==> config.mk <==
export PLATFORM = sky130hd
export DESIGN_NAME = rot_seq_ctrl_flat
export DESIGN_NICKNAME = d
export VERILOG_FILES = /design/src/rtl/rot_seq_ctrl_if.sv /design/src/rtl/rot_seq_ctrl.sv /design/src/flat_wrapper.sv
export SDC_FILE = /design/constraint.sdc
export NUM_CORES = 2
export LEC_CHECK = 0
export ABC_AREA = 1
export CORE_UTILIZATION = 45
export CTS_CLUSTER_SIZE = 25
export DETAILED_ROUTE_END_ITERATION = 12
export DONT_BUFFER_PORTS = 1
export PLACE_DENSITY = 0.63
export SKIP_CTS_REPAIR_TIMING = 1
export SLEW_MARGIN = 20
export SYNTH_ARGS = -nofsm -noshare
export SYNTH_HDL_FRONTEND = slang
export SYNTH_SLANG_ARGS = --single-unit
==> constraint.sdc <==
create_clock -name I_PCLK -period 16.6 [get_ports I_PCLK]
set_input_delay 2.49 -clock I_PCLK [delete_from_list [all_inputs] [get_ports I_PCLK]]
set_output_delay 2.49 -clock I_PCLK [all_outputs]
set_load 0.03 [all_outputs]
==> src/rtl/rot_seq_ctrl_if.sv <==
// DMA read/write handshake bundle between the rotate sequencer (master) and the DMA port (slave).
interface rot_seq_ctrl_if #(
  parameter int PIX_W = 8
);
  logic             O_RD_REQ;
  logic [31:0]      O_RD_ADDR;
  logic             I_RD_GNT;
  logic             I_RD_VALID;
  logic [PIX_W-1:0] I_RD_DATA;
  logic             O_WR_REQ;
  logic [31:0]      O_WR_ADDR;
  logic [PIX_W-1:0] O_WR_DATA;
  logic             I_WR_GNT;

  modport master (
    output O_RD_REQ, O_RD_ADDR, O_WR_REQ, O_WR_ADDR, O_WR_DATA,
    input  I_RD_GNT, I_RD_VALID, I_RD_DATA, I_WR_GNT
  );

  modport slave (
    input  O_RD_REQ, O_RD_ADDR, O_WR_REQ, O_WR_ADDR, O_WR_DATA,
    output I_RD_GNT, I_RD_VALID, I_RD_DATA, I_WR_GNT
  );
endinterface

==> src/rtl/rot_seq_ctrl.sv <==
// Image-rotate sequencer: walks the source row-major, one read + one rotated write per pixel,
// and owns busy/done/interrupt status.
module rot_seq_ctrl #(
  parameter int PIX_W     = 8,
  parameter int PIX_BYTES = 1
) (
  input  logic        I_PCLK,
  input  logic        I_PRESET_N,
  input  logic [31:0] I_DMA_SRC_IMG,
  input  logic [31:0] I_DMA_DST_IMG,
  input  logic [15:0] I_ROT_IMG_H,
  input  logic [15:0] I_ROT_IMG_W,
  input  logic [1:0]  I_ROT_IMG_MODE,
  input  logic        I_ROT_IMG_DIR,
  input  logic        I_CTRL_START,
  input  logic        I_CTRL_RESET,
  input  logic        I_CTRL_INTR_MASK,
  input  logic        I_CTRL_INTR_CLEAR,
  rot_seq_ctrl_if.master dma,
  output logic        O_BUSY,
  output logic        O_DONE,
  output logic        O_INTERRUPT
);
  localparam logic [31:0] BYTES32 = 32'(PIX_BYTES);

  typedef enum logic [2:0] {S_IDLE, S_RD_REQ, S_RD_WAIT, S_WR_REQ, S_DONE} state_t;

  state_t           state, state_nxt;
  logic [15:0]      row, col;
  logic             start_q;
  logic [PIX_W-1:0] pix;

  logic        start_edge, last_col, last_row, empty_img;
  logic [1:0]  ang;
  logic [31:0] h32, w32, r32, c32, rinv, cinv, src_idx, dst_idx;

  assign start_edge = I_CTRL_START & ~start_q;
  assign last_col   = (col == I_ROT_IMG_W - 16'd1);
  assign last_row   = (row == I_ROT_IMG_H - 16'd1);
  assign empty_img  = (I_ROT_IMG_H == 16'd0) || (I_ROT_IMG_W == 16'd0);

  // Counter-clockwise only mirrors the quarter turns; 0 and 180 are direction-free.
  assign ang = (I_ROT_IMG_DIR && I_ROT_IMG_MODE[0]) ? (I_ROT_IMG_MODE ^ 2'b10) : I_ROT_IMG_MODE;

  assign h32     = {16'd0, I_ROT_IMG_H};
  assign w32     = {16'd0, I_ROT_IMG_W};
  assign r32     = {16'd0, row};
  assign c32     = {16'd0, col};
  assign rinv    = h32 - 32'd1 - r32;
  assign cinv    = w32 - 32'd1 - c32;
  assign src_idx = r32 * w32 + c32;

  always_comb begin
    dst_idx = src_idx;
    case (ang)
      2'd1:    dst_idx = c32 * h32 + rinv;
      2'd2:    dst_idx = rinv * w32 + cinv;
      2'd3:    dst_idx = cinv * h32 + r32;
      default: dst_idx = src_idx;
    endcase
  end

  always_comb begin
    state_nxt = state;
    case (state)
      S_IDLE:    if (start_edge) state_nxt = empty_img ? S_DONE : S_RD_REQ;
      S_RD_REQ:  if (dma.I_RD_GNT) state_nxt = S_RD_WAIT;
      S_RD_WAIT: if (dma.I_RD_VALID) state_nxt = S_WR_REQ;
      S_WR_REQ:  if (dma.I_WR_GNT) state_nxt = (last_row && last_col) ? S_DONE : S_RD_REQ;
      S_DONE:    state_nxt = S_IDLE;
      default:   state_nxt = S_IDLE;
    endcase
    if (I_CTRL_RESET) state_nxt = S_IDLE;
  end

  always_ff @(posedge I_PCLK or negedge I_PRESET_N) begin
    if (!I_PRESET_N) begin
      state       <= S_IDLE;
      start_q     <= 1'b0;
      row         <= '0;
      col         <= '0;
      pix         <= '0;
      O_INTERRUPT <= 1'b0;
    end else begin
      state   <= state_nxt;
      start_q <= I_CTRL_START;
      if (I_CTRL_RESET || state == S_IDLE) begin
        row <= '0;
        col <= '0;
      end else if (state == S_WR_REQ && dma.I_WR_GNT) begin
        if (last_col) begin
          col <= '0;
          row <= last_row ? 16'd0 : row + 16'd1;
        end else begin
          col <= col + 16'd1;
        end
      end
      if (state == S_RD_WAIT && dma.I_RD_VALID) pix <= dma.I_RD_DATA;
      // Set beats clear when both land in the same cycle.
      if (state == S_DONE && !I_CTRL_INTR_MASK) O_INTERRUPT <= 1'b1;
      else if (I_CTRL_INTR_CLEAR)               O_INTERRUPT <= 1'b0;
    end
  end

  assign dma.O_RD_REQ  = (state == S_RD_REQ);
  assign dma.O_WR_REQ  = (state == S_WR_REQ);
  assign dma.O_RD_ADDR = (state == S_RD_REQ) ? I_DMA_SRC_IMG + src_idx * BYTES32 : 32'd0;
  assign dma.O_WR_ADDR = (state == S_WR_REQ) ? I_DMA_DST_IMG + dst_idx * BYTES32 : 32'd0;
  assign dma.O_WR_DATA = (state == S_WR_REQ) ? pix : '0;
  assign O_BUSY        = (state == S_RD_REQ) || (state == S_RD_WAIT) || (state == S_WR_REQ);
  assign O_DONE        = (state == S_DONE);
endmodule

==> src/flat_wrapper.sv <==
// flat-port wrapper written by rule: the top's interface ports become plain ports
module rot_seq_ctrl_flat 
#(
  parameter int PIX_W     = 8,
  parameter int PIX_BYTES = 1
)
  (I_PCLK, I_PRESET_N, I_DMA_SRC_IMG, I_DMA_DST_IMG, I_ROT_IMG_H, I_ROT_IMG_W, I_ROT_IMG_MODE, I_ROT_IMG_DIR, I_CTRL_START, I_CTRL_RESET, I_CTRL_INTR_MASK, I_CTRL_INTR_CLEAR, O_BUSY, O_DONE, O_INTERRUPT, dma_O_RD_REQ, dma_O_RD_ADDR, dma_O_WR_REQ, dma_O_WR_ADDR, dma_O_WR_DATA, dma_I_RD_GNT, dma_I_RD_VALID, dma_I_RD_DATA, dma_I_WR_GNT);
  rot_seq_ctrl_if #(.PIX_W(PIX_W)) dma_i ();
  input  logic I_PCLK;
  input  logic I_PRESET_N;
  input  logic [31:0] I_DMA_SRC_IMG;
  input  logic [31:0] I_DMA_DST_IMG;
  input  logic [15:0] I_ROT_IMG_H;
  input  logic [15:0] I_ROT_IMG_W;
  input  logic [1:0] I_ROT_IMG_MODE;
  input  logic I_ROT_IMG_DIR;
  input  logic I_CTRL_START;
  input  logic I_CTRL_RESET;
  input  logic I_CTRL_INTR_MASK;
  input  logic I_CTRL_INTR_CLEAR;
  output logic O_BUSY;
  output logic O_DONE;
  output logic O_INTERRUPT;
  output wire logic [$bits(dma_i.O_RD_REQ)-1:0] dma_O_RD_REQ;
  output wire logic [$bits(dma_i.O_RD_ADDR)-1:0] dma_O_RD_ADDR;
  output wire logic [$bits(dma_i.O_WR_REQ)-1:0] dma_O_WR_REQ;
  output wire logic [$bits(dma_i.O_WR_ADDR)-1:0] dma_O_WR_ADDR;
  output wire logic [$bits(dma_i.O_WR_DATA)-1:0] dma_O_WR_DATA;
  input wire logic [$bits(dma_i.I_RD_GNT)-1:0] dma_I_RD_GNT;
  input wire logic [$bits(dma_i.I_RD_VALID)-1:0] dma_I_RD_VALID;
  input wire logic [$bits(dma_i.I_RD_DATA)-1:0] dma_I_RD_DATA;
  input wire logic [$bits(dma_i.I_WR_GNT)-1:0] dma_I_WR_GNT;
  assign dma_O_RD_REQ = dma_i.O_RD_REQ;
  assign dma_O_RD_ADDR = dma_i.O_RD_ADDR;
  assign dma_O_WR_REQ = dma_i.O_WR_REQ;
  assign dma_O_WR_ADDR = dma_i.O_WR_ADDR;
  assign dma_O_WR_DATA = dma_i.O_WR_DATA;
  assign dma_i.I_RD_GNT = dma_I_RD_GNT;
  assign dma_i.I_RD_VALID = dma_I_RD_VALID;
  assign dma_i.I_RD_DATA = dma_I_RD_DATA;
  assign dma_i.I_WR_GNT = dma_I_WR_GNT;
  rot_seq_ctrl #(.PIX_W(PIX_W), .PIX_BYTES(PIX_BYTES)) u_core (.I_PCLK(I_PCLK), .I_PRESET_N(I_PRESET_N), .I_DMA_SRC_IMG(I_DMA_SRC_IMG), .I_DMA_DST_IMG(I_DMA_DST_IMG), .I_ROT_IMG_H(I_ROT_IMG_H), .I_ROT_IMG_W(I_ROT_IMG_W), .I_ROT_IMG_MODE(I_ROT_IMG_MODE), .I_ROT_IMG_DIR(I_ROT_IMG_DIR), .I_CTRL_START(I_CTRL_START), .I_CTRL_RESET(I_CTRL_RESET), .I_CTRL_INTR_MASK(I_CTRL_INTR_MASK), .I_CTRL_INTR_CLEAR(I_CTRL_INTR_CLEAR), .dma(dma_i), .O_BUSY(O_BUSY), .O_DONE(O_DONE), .O_INTERRUPT(O_INTERRUPT));
endmodule
==> flow_summary.ini <==
[worst_setup_path]
cp.required_ns = 14.11
worst-path-stages = 46
cp-startpoint = I_ROT_IMG_H[0]
cp_slowest_stage_delay_ns = 0.80
critical_path_class = in -> out
r2r_cells = 10
cpMostUsedCell = inv_1
path_buf_inv = 11
reg2reg_slack_ns = 12.19
critical-path-top-delay-family = adder cells
reg2reg_to = u_core.row[12]
cp_slowest_cell = clkinvlp_2
r2r_start = u_core.col[4]
cp-start-kind = input pin
endpoint = dma_O_WR_ADDR[31]
end_kind = output port
crit_fanout = 34
crit_arrival_ns = 13.59

[layout]
syn_to_final_growth_pct = 3.770
fill_cells = 11390
drive_above_1_share_pct = 3.227
nNetsFinal = 8386

[grt]
use_met3_pct = 4.941
grt_use_total_pct = 30.97
gr-max-usage-layer = met2
first_global_vias = 45510
grt_max_degree = 46
antenna_found_initial = 7
grt_pass1_wl_mm = 269.3
grt-ovfl-total = 0
met1_usage_pct = 39.83
met2_usage_pct = 51.44

[detailed_routing]
drcViolationCount = 0
drtPass1Iterations = 6
drtAntennaViolNets = 0
finalWirelength_mm = 175.9
viasPerCell = 5.343
vias = 43970
drt_iter0_markers = 3552
wire_per_inst_um = 21.37

[logic_synthesis]
synth.avg_cell_area_um2 = 7.446
synth-async-reset-ratio_pct = 100.0
ys_seq_area_share_pct = 2.208
syn_area_um2 = 51010
ys.flop_type = dfrtp_1
synth-seq-cells = 45
synthCells = 6850
synth_edf_count = 0
synth_cell_types = 63
ys_warn_count = 0
synth.net_count = 8512

[timing]
finalCritPeriodShare_pct = 96.87
skew_ns = 0.008974
max_freq_ghz = 0.06218
timing_hold_violations_final = 0
setup_viol = 0
finalCriticalPeriod_ns = 16.08
rsz0062_at_grt = false
postLayoutSetupSlackWorst_ns = 0.5188
finalSetupTns_ns = 0
slew_headroom_pct = 16.36
final_max_slew_viol_count = 0
worst_pin_slew_ns = 1.255

[min_path]
min_path_type = reg -> reg

[placed_design]
place.gp.congestion = 1.032
place_ws_ns = 0.2575
post-dp-hpwl_mm = 146.0
portBuffers = 0

[floorplan]
fp.dieArea_um2 = 114700
num_io_pins = 193
die_y_um = 338.7
die_w_um = 338.7
core_area_um2 = 112500
initial_utilization_pct = 45.34
core.rowCount = 123

[clocking]
tritoncts = yes
clock_sinks = 45
numCtsBuffers = 5
clk_pin_slew_ns = 0.08
clockBufferDepth = 2
cts-htree-levels = 2
clock_latency_ns = 0.31
clock-root-buffer = clkbuf_16

[job]
cap_viol_max_count = 0

[status]
status = finished clean
[Yosys cell counts, drive strengths merged, types with 7 or more instances]
| library cell | n | area share, % |
|---|---|---|
| clkbuf | 169 | 1.2 |
| o31ai | 7 | 0.10 |
| a31oi | 17 | 0.21 |
| a21oi | 326 | 3.2 |
| nor2 | 576 | 4.4 |
| o22ai | 9 | 0.11 |
| or2 | 35 | 0.43 |
| ha | 454 | 11 |
| xor2 | 87 | 1.5 |
| nand3b | 11 | 0.16 |
| clkinv | 26 | 0.19 |
| xnor2 | 35 | 0.60 |
| a21o | 9 | 0.13 |
| nand4 | 26 | 0.33 |
| o21a | 18 | 0.26 |
| nand2 | 1428 | 11 |
| nor4 | 8 | 0.098 |
| buf | 76 | 0.77 |
| dfrtp | 45 | 2.2 |
| nand3 | 140 | 1.4 |
| fa | 1092 | 43 |
| o21bai | 19 | 0.28 |
| inv | 1932 | 14 |
| o2111ai | 8 | 0.14 |
| nor3 | 51 | 0.50 |
| o211ai | 10 | 0.15 |
| o21ai | 182 | 1.8 |
| a21boi | 9 | 0.13 |
[area by class of cell]
class,instances,area (um^2),share of cell area [%]
clock buffer,5,125.1,0.2364
inverter,1958,7368,13.92
timing repair inverter,1,5.005,0.009455
antenna,5,12.51,0.02364
multi-input combinational,4602,41540,78.48
sequential,45,1126,2.127
tap,1500,1877,3.546
timing repair buffer,111,833.3,1.574
clock inverter,3,43.79,0.08273
[stage by stage]
step                      area [um^2]  cells  util, %  hold slack [ns]
after floorplan                 51010   6850        -           0.4811
after global placement          52710   8216    46.85           0.4934
after detailed placement        52710   8216    46.85           0.5050
after CTS                       52880   8224    47.00           0.5226
after global routing            52920   8225    47.04           0.5413
final                           52930   8230    47.05           0.5195
[worst min-delay path: stages (launching register included)]
cell and delay [ns]:
dfrtp_1 0.36, inv_1 0.06, a21oi_1 0.06
[state kept, by name, indices dropped and copies added (netlist names)]
| name | cells |
|---|---|
| u_core.col | 16 |
| u_core.row | 16 |
| u_core.pix | 8 |
| u_core.state | 3 |
| u_core.O_INTERRUPT | 1 |
| u_core.start_q | 1 |
[layer usage]
layer	vias to the layer above	share of wire, %
met5	-	0.0068
met4	2	4.9
li1	19710	-
met1	22030	40
met2	1866	47
met3	367	7.9
[kinds of logic after synthesis]
logic type,synth area share [%]
flops,2.208
buf+inv,16.42
xor+xnor,2.095
simple gates,18.10
fa+ha+maj,53.99
compound gates,7.177
[worst min path at each step]
stage / from / endpoint / slack (ns) / depth (start not counted)
after global routing: u_core.pix[3] / u_core.pix[3] / 0.54 / 2
final: u_core.pix[5] / u_core.pix[5] / 0.52 / 2
after global placement: u_core.pix[6] / u_core.pix[6] / 0.49 / 2
after detailed placement: u_core.pix[6] / u_core.pix[6] / 0.51 / 2
after CTS: u_core.pix[3] / u_core.pix[3] / 0.52 / 2
after floorplan: u_core.pix[0] / u_core.pix[0] / 0.48 / 2
[cell usage in the layout (no fill, tap or decap), types with 9 or more instances in the layout]
cell,n
o21ai_1,23
a31oi_1,17
clkinv_1,23
xnor2_1,34
o22ai_1,9
fa_1,1092
nor2_2,9
xor2_1,86
nand3b_1,11
o21ai_0,158
nand4_1,25
nor2_1,561
dfrtp_1,45
nand2_2,18
a21oi_1,325
o21a_1,18
or2_2,32
nand2_1,1402
o21bai_1,19
o211ai_1,10
ha_1,454
nand3_1,135
buf_4,111
inv_1,1924
nor3_1,49
a21o_1,9
Power is left out: the tool's default activity adds up to more than one toggle a clock period on the data nets, which glitch-free logic cannot reach.
